==> src/rtl/alu_result_fifo.sv <==
// Capture FIFO for 4-bit ALU results: stores each result with its opcode and
// derived zero/carry flags, and hands entries to a slower consumer via valid/ready.
module alu_result_fifo #(
    parameter int unsigned DEPTH = 4,
    parameter int unsigned YW    = 5,
    parameter int unsigned OPW   = 3,
    localparam int unsigned AW   = (DEPTH > 1) ? $clog2(DEPTH) : 1,
    localparam int unsigned CW   = AW + 1
) (
    input  logic           clk,
    input  logic           rst,
    input  logic           clear,
    input  logic           in_valid,
    output logic           in_ready,
    input  logic [OPW-1:0] in_op,
    input  logic [YW-1:0]  in_y,
    output logic           out_valid,
    input  logic           out_ready,
    output logic [OPW-1:0] out_op,
    output logic [YW-1:0]  out_y,
    output logic           out_zero,
    output logic           out_carry,
    output logic [CW-1:0]  count,
    output logic           overflow
);

    logic [OPW-1:0] op_mem    [DEPTH];
    logic [YW-1:0]  y_mem     [DEPTH];
    logic           zero_mem  [DEPTH];
    logic           carry_mem [DEPTH];

    logic [AW-1:0] wr_ptr_q, wr_ptr_d;
    logic [AW-1:0] rd_ptr_q, rd_ptr_d;
    logic [CW-1:0] count_q, count_d;
    logic          overflow_q, overflow_d;

    logic full, empty, push, pop;
    logic in_zero, in_carry;

    assign full      = (count_q == CW'(DEPTH));
    assign empty     = (count_q == '0);
    assign in_ready  = ~full;
    assign out_valid = ~empty;
    assign push      = in_valid & in_ready;
    assign pop       = out_valid & out_ready;

    // Zero looks only at the data nibble; carry is meaningful for arithmetic ops
    // (opcode MSB clear) and forced low for logic ops.
    assign in_zero  = (in_y[YW-2:0] == '0);
    assign in_carry = ~in_op[OPW-1] & in_y[YW-1];

    always_comb begin
        wr_ptr_d   = wr_ptr_q;
        rd_ptr_d   = rd_ptr_q;
        count_d    = count_q;
        overflow_d = overflow_q;
        if (clear) begin
            wr_ptr_d   = '0;
            rd_ptr_d   = '0;
            count_d    = '0;
            overflow_d = 1'b0;
        end else begin
            if (push) wr_ptr_d = wr_ptr_q + AW'(1);
            if (pop)  rd_ptr_d = rd_ptr_q + AW'(1);
            if (push && !pop) begin
                count_d = count_q + CW'(1);
            end else if (pop && !push) begin
                count_d = count_q - CW'(1);
            end
            if (in_valid && full) overflow_d = 1'b1;
        end
    end

    always_ff @(posedge clk or posedge rst) begin
        if (rst) begin
            wr_ptr_q   <= '0;
            rd_ptr_q   <= '0;
            count_q    <= '0;
            overflow_q <= 1'b0;
        end else begin
            wr_ptr_q   <= wr_ptr_d;
            rd_ptr_q   <= rd_ptr_d;
            count_q    <= count_d;
            overflow_q <= overflow_d;
        end
    end

    // Storage needs no reset; entries are only observed while counted as valid.
    always_ff @(posedge clk) begin
        if (push && !clear) begin
            op_mem[wr_ptr_q]    <= in_op;
            y_mem[wr_ptr_q]     <= in_y;
            zero_mem[wr_ptr_q]  <= in_zero;
            carry_mem[wr_ptr_q] <= in_carry;
        end
    end

    assign out_op    = op_mem[rd_ptr_q];
    assign out_y     = y_mem[rd_ptr_q];
    assign out_zero  = zero_mem[rd_ptr_q];
    assign out_carry = carry_mem[rd_ptr_q];
    assign count     = count_q;
    assign overflow  = overflow_q;

endmodule

==> config.mk <==
export PLATFORM = sky130hd
export DESIGN_NAME = alu_result_fifo
export DESIGN_NICKNAME = d
export VERILOG_FILES = /design/src/rtl/alu_result_fifo.sv
export SDC_FILE = /design/constraint.sdc
export NUM_CORES = 1
export LEC_CHECK = 0
export CAP_MARGIN = 25
export CORE_ASPECT_RATIO = 1.4
export CORE_MARGIN = 2
export CORE_UTILIZATION = 57
export DETAILED_ROUTE_END_ITERATION = 8
export DONT_BUFFER_PORTS = 1
export GPL_TIMING_DRIVEN = 0
export PLACE_DENSITY = 0.72
export SLEW_MARGIN = 40
export SYNTH_ARGS = -nofsm -noshare
export SYNTH_HDL_FRONTEND = slang
export SYNTH_SLANG_ARGS = --single-unit
==> constraint.sdc <==
create_clock -name clk -period 4.4 [get_ports clk]
set_input_delay 0.66 -clock clk [delete_from_list [all_inputs] [get_ports clk]]
set_output_delay 0.66 -clock clk [all_outputs]
set_load 0.01 [all_outputs]
==> impl_results.md, run 1 <==
- Outcome: finished clean
- Max FO, Critical Path: 10
- Unrepaired setup endpoints after global routing: no
- Share of cells above drive strength 1: 20.31%
- Fraction of registers with async set/reset: 16.67%
- 1st-iter DRT viols: 26
- Net count after synthesis: 138
- Area of the mapped netlist: 2043 sq um
- Buffer cell driving the clock tree root: sky130_fd_sc_hd__clkbuf_8
- Library cell with the largest summed area after synthesis: sky130_fd_sc_hd__edfxtp_1
- Placement-stage worst setup slack: 1.901 ns
- Number of iterations in the first detailed-routing pass: 5
- Worst-Skew Late Latency: 0.29 ns
- I/O Pins: 29
- Slowest library cell on the worst path: sky130_fd_sc_hd__fa_1
- Area share of and/or/nand/nor cells after synthesis: 6.797%
- Worst min-delay path category: in -> async
- Worst max-slew margin expressed relative to the limit: 64.08%
- Leading cell types by total area after synthesis: sky130_fd_sc_hd__edfxtp_1 59%, sky130_fd_sc_hd__mux4_2 11%, sky130_fd_sc_hd__dfrtp_1 9.8%
- Post-route worst setup slack: 1.905 ns
- Warnings, synthesis: 0
- Crit share post-route: 56.70%
- DRC: 0
- Post-CTS setup repair buffer count: 0
- Share of synthesized area spent on multiplexers: 11.51%
- Critical path launch point type: flop
- Part of the Yosys area used for sequential elements: 68.59%
- Total detailed-routing wirelength: 3256 um
- Floorplan core area: 3410 sq um
- Number of max-slew violations in the final report: 0
- CTS HTree Levels: 2
- Via count of the first global-routing pass: 1,113
- Combined buffer and inverter count along the critical path: 1
- Rows: 25
- Number of fill cells in the layout: 240
- Post-synthesis cell count: 120
- Synth Area in Adders: 3.429%
- Distinct cell type count after synthesis: 34
- Type of the worst setup path: reg -> reg
- Die Wd: 54.60 um
- Number of nets with antenna violations after detailed routing: 0
- Sum of negative setup slack: 0 ns
- Endpoint class of the critical path: flop
- Area growth from synthesis to layout: 6.491%
- Global-route wire length before repair: 5016 um
- Pin count of the biggest net entering global routing: 15
- Die boundary height: 74.84 um
- Maximum Capacitance Violations: 0
- Signal arrival time at the worst endpoint: 2.69 ns
- Core utilization of the finished layout: 63.82%
- Hold bufs inserted after CTS: 0
- Post-Synthesis Mean Instance Area: 17.03 sq um
- Number of sinks handled by clock tree synthesis: 48
- Dominant synthesized flop cell: sky130_fd_sc_hd__edfxtp_1
- Count of flip-flops with a built-in enable after synthesis: 40
- Cells after DPL: 160
- Synth Area in Compound Gates: 5.021%
- Peak per-stage delay on the critical path: 0.47 ns
- Die area: 4086 sq um
- Number of buffers inserted by port buffering: 0
- Final Hold Violating Endpoints: 0
- Drt wl/cell: 19.38 um
- Worst-margin pin slew: 0.5339 ns
- Worst endpoint required time: 4.60 ns
- Pwr dens: 487.0 nW/um^2
- Vias: 1,030
- Critical path cell sequence: buf_4 > or3b_4 > nand2_4 > a21oi_1 > fa_1 > a311oi_1 > o21ai_0 > a221oi_1
- Pleak: 0.7507 nW
- Clk pin slew, worst setup/hold paths: 0.08 ns
- Total global routing overflow: 0
- Dominant delay contributor by cell family on the critical path: compound AO/OA/AOI/OAI gates
- Power consumption: 1.060 mW
- Number of cells in the finished layout apart from fillers: 168
- Initial core utilization: 59.93%
- Overall Global Routing Usage: 18.06%
- Gates resized, CTS repair: 0
- Maximum clock path buffer count: 2
- Combinational family with the most area after synthesis: multiplexers
- Worst Skew: 0.002299 ns
- Number of buffers inserted during clock tree synthesis: 5
- Antenna diode instance count: 0
- Number of antenna violations at the first check in global routing: 0
- Final Net Count: 145
- XOR/XNOR share of the synthesized area: 1.715%
- Average vias per placed instance: 6.131
- Area share of the leading cell type in the synthesized netlist: 58.79%
- Clock period minus final worst setup slack: 2.495 ns
- Endpoints failing setup: 0
- Maximum resistive drop on vdd: 374.6 uV
- Clock tree from TritonCTS: yes
- Final GP Congestion: 0.7146
- HPWL reported at the end of detailed placement: 2277 um
- Maximum operating frequency: 0.4008 GHz
- Post-synthesis sequential element count: 48
-- cell families (layout without fill, tap and decap cells) --
kind of cell,Yosys count,after routing
simple gates,25,25
buf+inv,12,20
xor+xnor,4,4
fa+ha+maj,5,5
compound gates,15,15
flops,48,48
mux,11,11
-- sequential cells by signal, summed over array words and instances, names as in the netlist --
name / flops
op_mem: 12
carry_mem: 4
overflow: 1
wr_ptr_q: 2
rd_ptr_q: 2
zero_mem: 4
count: 3
y_mem: 20
-- metal layers --
| layer | up-vias | GRT usage, % | part of all wire, % |
|---|---|---|---|
| met1 | 509 | 18.97 | 37 |
| met3 | 11 | 5.952 | 5.4 |
| met5 | - | 0 | 0 |
| met4 | 0 | 6.111 | 1.8 |
| li1 | 476 | - | - |
| met2 | 34 | 32.67 | 56 |
-- report_power, final --
part | leakage [nW] | total (mW) | internal [mW] | switching [mW]
Clock | 0.0453 | 0.244 | 0.108 | 0.136
Combinational | 0.233 | 0.254 | 0.115 | 0.140
Sequential | 0.473 | 0.561 | 0.529 | 0.0327
-- stage by stage --
stage	cell area, sq um	hold WS [ns]
floorplan	2043	0.4757
global placement	2093	0.5209
global route	2176	0.2191
CTS	2176	0.2117
finish	2176	0.2051
detailed placement	2093	0.5308
-- synthesized netlist by cell type, types with 3 or more instances --
master and count:
sky130_fd_sc_hd__edfxtp_1 40, sky130_fd_sc_hd__mux4_2 10, sky130_fd_sc_hd__dfrtp_1 8, sky130_fd_sc_hd__inv_1 6, sky130_fd_sc_hd__nor2_1 6, sky130_fd_sc_hd__and2_1 4
sky130_fd_sc_hd__ha_1 4, sky130_fd_sc_hd__nand2_1 4, sky130_fd_sc_hd__a21oi_1 3, sky130_fd_sc_hd__buf_2 3, sky130_fd_sc_hd__buf_4 3, sky130_fd_sc_hd__nand3_1 3
sky130_fd_sc_hd__o21ai_0 3, sky130_fd_sc_hd__xor2_1 3
-- worst register-to-register path: cells and delay by family (launching register included) --
kind / cells / cell delay (ns)
AND/OR/NAND/NOR: 2 / 0.55
flip-flops: 1 / 0.41
adder cells (fa/ha/maj): 1 / 0.47
buffers and inverters: 1 / 0.19
AO/OA/AOI/OAI: 4 / 0.78
-- cell type report --
type                            instances  area (sq um)  share of cell area [%]
Sequential cell                        48          1401                   64.40
Multi-Input combinational cell         60         581.8                   26.74
Clock buffer                            5         68.82                   3.163
Tap cell                               40         50.05                   2.300
Buffer                                  6         37.54                   1.725
Inverter                                6         22.52                   1.035
Clock inverter                          3         13.76                  0.6325
-- cells in the final DEF (no fill, tap or decap), drive strengths merged, types with 3 or more instances in the layout --
| cell | count |
|---|---|
| xor2 | 3 |
| nand2 | 5 |
| o21ai | 3 |
| clkbuf | 5 |
| mux4 | 10 |
| buf | 6 |
| nor2 | 6 |
| inv | 6 |
| and2 | 4 |
| edfxtp | 40 |
| dfrtp | 8 |
| clkinv | 3 |
| nand3 | 3 |
| ha | 4 |
| a21oi | 3 |
-- path summary, 6_finish.rpt --
kind | startpoint | endpoint | slack (ns) | depth (start not counted)
setup / recovery | count[2] | count[1] | 1.91 | 8
hold / removal | rst | count[2] | 0.21 | 1
setup reg to reg | count[2] | count[1] | 1.91 | 8
hold reg to reg | overflow | overflow | 0.57 | 2
max in group asynchronous | rst | rd_ptr_q[1] | 3.94 | 1
min in group clk | in_op[1] | op_mem[0][1] | 0.46 | 0
Power figures use the tool's default switching activity.
==> run 2: changes to the inputs <==
==> constraint.sdc (replaced) <==
create_clock -name clk -period 2.57 [get_ports clk]
set_input_delay 0.3855 -clock clk [delete_from_list [all_inputs] [get_ports clk]]
set_output_delay 0.3855 -clock clk [all_outputs]
set_load 0.01 [all_outputs]
==> run 2 against run 1 <==
Effect of this change:
- clock power grew 70%
- global-route usage is the same
- maximum frequency grew 3.7%
- total power grew 74%
- sequential cell count is the same
- count of clock-buffer cells in the layout is the same
- first-iteration DRC count shrank 15%
- final area grew 1.2%
- critical path type unchanged
==> impl_results.md, run 2 (synthesized netlist as in run 1, its figures left out) <==
- Outcome: finished clean
- DRC: 0
- Number of buffers inserted during clock tree synthesis: 5
- Max Used Layer: met4
- Number of sinks handled by clock tree synthesis: 48
- Floorplan core area: 3410 sq um
- Initial core utilization: 59.93%
- Number of max-slew violations in the final report: 0
- Vias: 1,024
- Maximum resistive drop on vdd: 657.4 uV
- Drt wl/cell: 19.36 um
- 1st-iter DRT viols: 22
- Number of iterations in the first detailed-routing pass: 4
- Most common cell after layout, fill and taps aside: sky130_fd_sc_hd__edfxtp_1
- Pin count of the biggest net entering global routing: 15
- Number of cells in the finished layout apart from fillers: 169
- Top flop regs: y_mem: 20 flops, op_mem: 12 flops
- Critical path launch point type: flop
- Worst Skew: 0.001960 ns
- Worst-margin pin slew: 0.5339 ns
- Die area: 4086 sq um
- Number of antenna violations at the first check in global routing: 0
- Worst endpoint required time: 2.77 ns
- Clock tree from TritonCTS: yes
- Maximum clock path buffer count: 2
- Share of cells above drive strength 1: 21.71%
- HPWL reported at the end of detailed placement: 2277 um
- Clock period minus final worst setup slack: 2.407 ns
- Post-route worst setup slack: 0.1631 ns
- Worst max-slew margin expressed relative to the limit: 64.08%
- Endpoints failing setup: 0
- Global-route wire length before repair: 5016 um
- Number of buffers inserted by port buffering: 0
- Maximum operating frequency: 0.4155 GHz
- Clk pin slew, worst setup/hold paths: 0.08 ns
- I/O Pins: 29
- Sum of negative setup slack: 0 ns
- Rows: 25
- Via count of the first global-routing pass: 1,113
- Antenna diode instance count: 0
- Met2 wire length: 1846 um
- Final Hold Violating Endpoints: 0
- Pwr dens: 835.2 nW/um^2
- Met3 Wirelength: 183 um
- Average vias per placed instance: 6.059
- Number of fill cells in the layout: 237
- Sum of routed wire segments on met1: 1193 um
- Highest-count cells in the layout ignoring fill and taps: 40 x sky130_fd_sc_hd__edfxtp_1, 10 x sky130_fd_sc_hd__mux4_2, 8 x sky130_fd_sc_hd__dfrtp_1
- Worst-Skew Late Latency: 0.29 ns
- Endpoint class of the critical path: flop
- Placement-stage worst setup slack: 0.07119 ns
- Final GP Congestion: 0.7146
- Overall Global Routing Usage: 18.06%
- Area growth from synthesis to layout: 7.777%
- Max FO, Critical Path: 10
- Worst min-delay path category: in -> reg
- CTS HTree Levels: 2
- Die boundary height: 74.84 um
- Total global routing overflow: 0
- Cells after DPL: 160
- Power consumption: 1.839 mW
- Number of nets with antenna violations after detailed routing: 0
- Pleak: 0.7572 nW
- Number of flip-flops under the largest register name: 20
- Post-CTS setup repair buffer count: 0
- Final Net Count: 146
- Unrepaired setup endpoints after global routing: no
- Total detailed-routing wirelength: 3271 um
- Most flops, register: y_mem
- Buffer cell driving the clock tree root: sky130_fd_sc_hd__clkbuf_8
- Signal arrival time at the worst endpoint: 2.61 ns
- Die Wd: 54.60 um
- Fin Hold WS: 0.1817 ns
- Crit share post-route: 93.65%
- Maximum Capacitance Violations: 0
- Type of the worst setup path: reg -> reg
-- run 2: layout make-up --
type / count / area [sq um] / share of cell area (%)
flip-flops and latches: 48 / 1401 / 63.64
multi-input cells: 60 / 594.3 / 26.99
inverters: 6 / 22.52 / 1.023
clock inverters: 3 / 13.76 / 0.6250
well taps: 40 / 50.05 / 2.273
repair buffers: 1 / 10.01 / 0.4545
plain buffers: 6 / 41.29 / 1.875
clock buffers: 5 / 68.82 / 3.125
-- run 2: path summary, 6_finish.rpt --
check | startpoint | end | slack, ns | cells past startpoint
max in group asynchronous | rst | rd_ptr_q[1] | 1.83 | 2
setup / recovery | count[2] | count[1] | 0.16 | 8
hold reg to reg | overflow | overflow | 0.58 | 2
min in group asynchronous | rst | wr_ptr_q[1] | 0.49 | 2
hold / removal | in_op[1] | op_mem[0][1] | 0.18 | 0
setup reg to reg | count[2] | count[1] | 0.16 | 8
-- run 2: through the flow --
step	cell area [sq um]	util, %
final	2202	64.59
after global routing	2202	64.59
after CTS	2186	64.11
after detailed placement	2093	61.39
after global placement	2093	61.39
after floorplan	2043	-
-- run 2: power by group --
part	internal, mW	leakage (nW)	switching [mW]
Sequential	0.905	0.473	0.0582
Clock	0.185	0.0453	0.230
Combinational	0.211	0.239	0.250
Total	1.30	0.757	0.539
-- run 2: critical path: stages (launching register included) --
cell and delay, ns:
sky130_fd_sc_hd__dfrtp_1 0.43, sky130_fd_sc_hd__buf_6 0.16, sky130_fd_sc_hd__or3b_4 0.43, sky130_fd_sc_hd__nand2_4 0.11, sky130_fd_sc_hd__a21oi_1 0.06, sky130_fd_sc_hd__fa_1 0.50
sky130_fd_sc_hd__a311oi_2 0.27, sky130_fd_sc_hd__o21ai_1 0.12, sky130_fd_sc_hd__a221oi_2 0.25
-- run 2: repair_timing --
item	CTS	global route
resized for setup	0	4
endpoints found under the hold margin	8	0
setup endpoints to repair	0	1
hold buffers	1	0
-- run 2: per-layer routing --
metal,vias up,track usage [%]
li1,480,-
met5,-,0
met3,5,5.952
met4,0,6.111
met1,509,18.97
met2,30,32.67
==> run 3: changes to the inputs <==
--- a/config.mk
+++ b/config.mk
@@ -5,6 +5,7 @@
 export SDC_FILE = /design/constraint.sdc
 export NUM_CORES = 1
 export LEC_CHECK = 0
+export ABC_AREA = 1
 export CAP_MARGIN = 25
 export CORE_ASPECT_RATIO = 1.4
 export CORE_MARGIN = 2
==> run 3 against run 2 <==
Effect of this change:
- first-iteration DRC count up 59%
- total power is 9.2% higher
- clock power down 1%
- maximum frequency is 16% higher
- global-route usage grew 4.0 points
- sequential power grew 3.4%
- count of clock-buffer cells in the layout grew 1
- highest routed layer unchanged
- critical endpoint is now out_y[4]
- register-to-register slack gained 0.44 ns
- largest cell class unchanged
- core utilization fell by 0.22 points
- worst hold slack better by 0.00053 ns
- critical path depth shrank 4
==> impl_results.md, run 3 <==
- Fraction of registers with async set/reset: 16.67%
- Final GP Congestion: 0.7248
- Worst-Skew Late Latency: 0.29 ns
- Post-synthesis cell count: 170
- Pin count of the biggest net entering global routing: 14
- Library cell with the largest summed area after synthesis: sky130_fd_sc_hd__edfxtp_1
- Worst max-slew margin expressed relative to the limit: 60.64%
- Number of flip-flops under the largest register name: 20
- DRC: 0
- Net count after synthesis: 188
- Number of buffers inserted by port buffering: 0
- Antenna diode instance count: 0
- Top flop regs: y_mem: 20 flops, op_mem: 12 flops
- Number of antenna violations at the first check in global routing: 0
- Sum of negative setup slack: 0 ns
- Vias: 1,268
- Placed inst area: 2087 sq um
- CTS HTree Levels: 2
- Worst Skew: 0.007544 ns
- Unrepaired setup endpoints after global routing: no
- Endpoints failing setup: 0
- Leading cell types by total area after synthesis: sky130_fd_sc_hd__edfxtp_1 59%, sky130_fd_sc_hd__dfrtp_1 9.9%, sky130_fd_sc_hd__o21ai_0 5.7%
- Share of cells above drive strength 1: 11.24%
- Warnings, synthesis: 0
- Distinct cell type count after synthesis: 20
- Drt wl/cell: 17.79 um
- Commonest cells post-synth: 40 x sky130_fd_sc_hd__edfxtp_1, 27 x sky130_fd_sc_hd__nor2_1, 23 x sky130_fd_sc_hd__o21ai_0, 17 x sky130_fd_sc_hd__inv_1, 14 x sky130_fd_sc_hd__nand2_1
- Clock tree from TritonCTS: yes
- Crit share post-route: 80.49%
- Worst-margin pin slew: 0.5898 ns
- Total detailed-routing wirelength: 3878 um
- Final Net Count: 196
- Maximum Capacitance Violations: 0
- Rows: 25
- Endpoint class of the critical path: output pin
- Critical path launch point type: flop
- Count of flip-flops with a built-in enable after synthesis: 40
- Via count of the first global-routing pass: 1,365
- I/O Pins: 29
- Number of max-slew violations in the final report: 0
- Outcome: finished clean
- Dominant synthesized flop cell: sky130_fd_sc_hd__edfxtp_1
- Busiest layer in global routing: met2
- Global-route wire length before repair: 6051 um
- Worst endpoint required time: 2.18 ns
- Most common cell after layout, fill and taps aside: sky130_fd_sc_hd__edfxtp_1
- Floorplan core area: 3378 sq um
- Total global routing overflow: 0
- Number of iterations in the first detailed-routing pass: 4
- Power consumption: 2.009 mW
- Buffer cell driving the clock tree root: sky130_fd_sc_hd__clkbuf_8
- Clock period minus final worst setup slack: 2.069 ns
- Highest-count cells in the layout ignoring fill and taps: 40 x sky130_fd_sc_hd__edfxtp_1, 23 x sky130_fd_sc_hd__nor2_1, 23 x sky130_fd_sc_hd__o21ai_0
- Pwr dens: 923.9 nW/um^2
- Signal arrival time at the worst endpoint: 1.68 ns
- Average vias per placed instance: 5.817
- GRT met1 Usage: 22.35%
- Part of the Yosys area used for sequential elements: 69.14%
- Maximum resistive drop on vdd: 636.9 uV
- Number of sinks handled by clock tree synthesis: 48
- Post-Synthesis Mean Instance Area: 11.92 sq um
- Worst min-delay path category: in -> reg
- Core utilization of the finished layout: 64.37%
- Die Wd: 54.40 um
- Initial core utilization: 60.00%
- Post-synthesis sequential element count: 48
- Overall Global Routing Usage: 22.02%
- Die area: 4056 sq um
- GR met3 Demand/Resource: 5.622%
- Number of nets with antenna violations after detailed routing: 0
- Max FO, Critical Path: 10
- Post-layout instance area: 2175 sq um
- Most flops, register: y_mem
- HPWL reported at the end of detailed placement: 2677 um
- Global routing usage on met2: 39.76%
- Clk pin slew, worst setup/hold paths: 0.08 ns
- Number of buffers inserted during clock tree synthesis: 5
- Most used standard cell by instance count after synthesis: sky130_fd_sc_hd__edfxtp_1
- Area of the mapped netlist: 2027 sq um
- 1st-iter DRT viols: 35
- Die boundary height: 74.56 um
- Final Hold Violating Endpoints: 0
- Maximum clock path buffer count: 2
- Reg2Reg Setup Slack: 0.60 ns
- Area growth from synthesis to layout: 7.284%
- Type of the worst setup path: reg -> out
- Maximum operating frequency: 0.4834 GHz
- Pleak: 0.8077 nW
- Area share of the leading cell type in the synthesized netlist: 59.26%
-- run 3: cell count changes in the layout (fill, tap and decap cells not counted), moves of 7 or more --
cell                       delta
sky130_fd_sc_hd__o21ai_0     +21
sky130_fd_sc_hd__nor2_1      +17
sky130_fd_sc_hd__inv_1       +11
sky130_fd_sc_hd__mux4_2      -10
sky130_fd_sc_hd__nand2_1     +10
sky130_fd_sc_hd__o22ai_1      +9
sky130_fd_sc_hd__clkbuf_1     +7
-- run 3: power breakdown --
group	switching, mW	internal [mW]	leakage, nW
combinational	0.420	0.183	0.295
clock	0.225	0.185	0.0410
sequential	0.0731	0.923	0.472
-- run 3: per-layer routing --
layer  vias to the layer above  wire length (um)
met5                         -                 0
met2                        40              2124
li1                        598                 -
met1                       625              1498
met3                         5               185
met4                         0                69
-- run 3: worst max-delay path, stage by stage, from the launching register on --
cell                       delay, ns
sky130_fd_sc_hd__dfrtp_1        0.41
sky130_fd_sc_hd__inv_1          0.09
sky130_fd_sc_hd__clkbuf_1       0.39
sky130_fd_sc_hd__o21ai_0        0.20
sky130_fd_sc_hd__o22ai_1        0.30
-- run 3: per-stage QoR --
step | hold WS [ns] | setup WS [ns] | std cells
floorplan | 0.2012 | 0.7618 | 170
global placement | 0.2342 | 0.3499 | 210
detailed placement | 0.2459 | 0.6017 | 210
CTS | 0.1762 | 0.4995 | 218
global route | 0.1681 | 0.3681 | 218
finish | 0.1823 | 0.5015 | 218
-- run 3: logic make-up after synthesis --
| group | share of synthesized area (%) |
|---|---|
| AO/OA/AOI/OAI | 9.876 |
| XOR/XNOR | 0.4322 |
| adder cells (fa/ha/maj) | 3.457 |
| buffers and inverters | 4.630 |
| flip-flops | 69.14 |
| AND/OR/NAND/NOR | 12.47 |
-- run 3: final timing paths --
| check | depth (start not counted) | from | to |
|---|---|---|---|
| min in group asynchronous | 2 | rst | overflow |
| min | 0 | in_op[2] | op_mem[2][2] |
| max reg2reg | 6 | count[1] | op_mem[1][2] |
| min reg2reg | 1 | overflow | overflow |
| max in group asynchronous | 2 | rst | count[0] |
| max | 4 | rd_ptr_q[0] | out_y[4] |
-- run 3: area by class of cell --
cell class	count	area, sq um
sequential	48	1401
timing repair buffer	1	10.01
clock inverter	1	5.005
fill	277	1204
clock buffer	6	72.57
multi-input combinational	97	541.8
buffer	6	22.52
tap	40	50.05
inverter	19	71.32
-- run 3: timing repair --
item	4_1_cts	5_1_grt
endpoints found under the setup margin	0	0
endpoints found under the hold margin	8	0
resized for setup	0	0
setup buffers	0	0
hold buffers	1	0
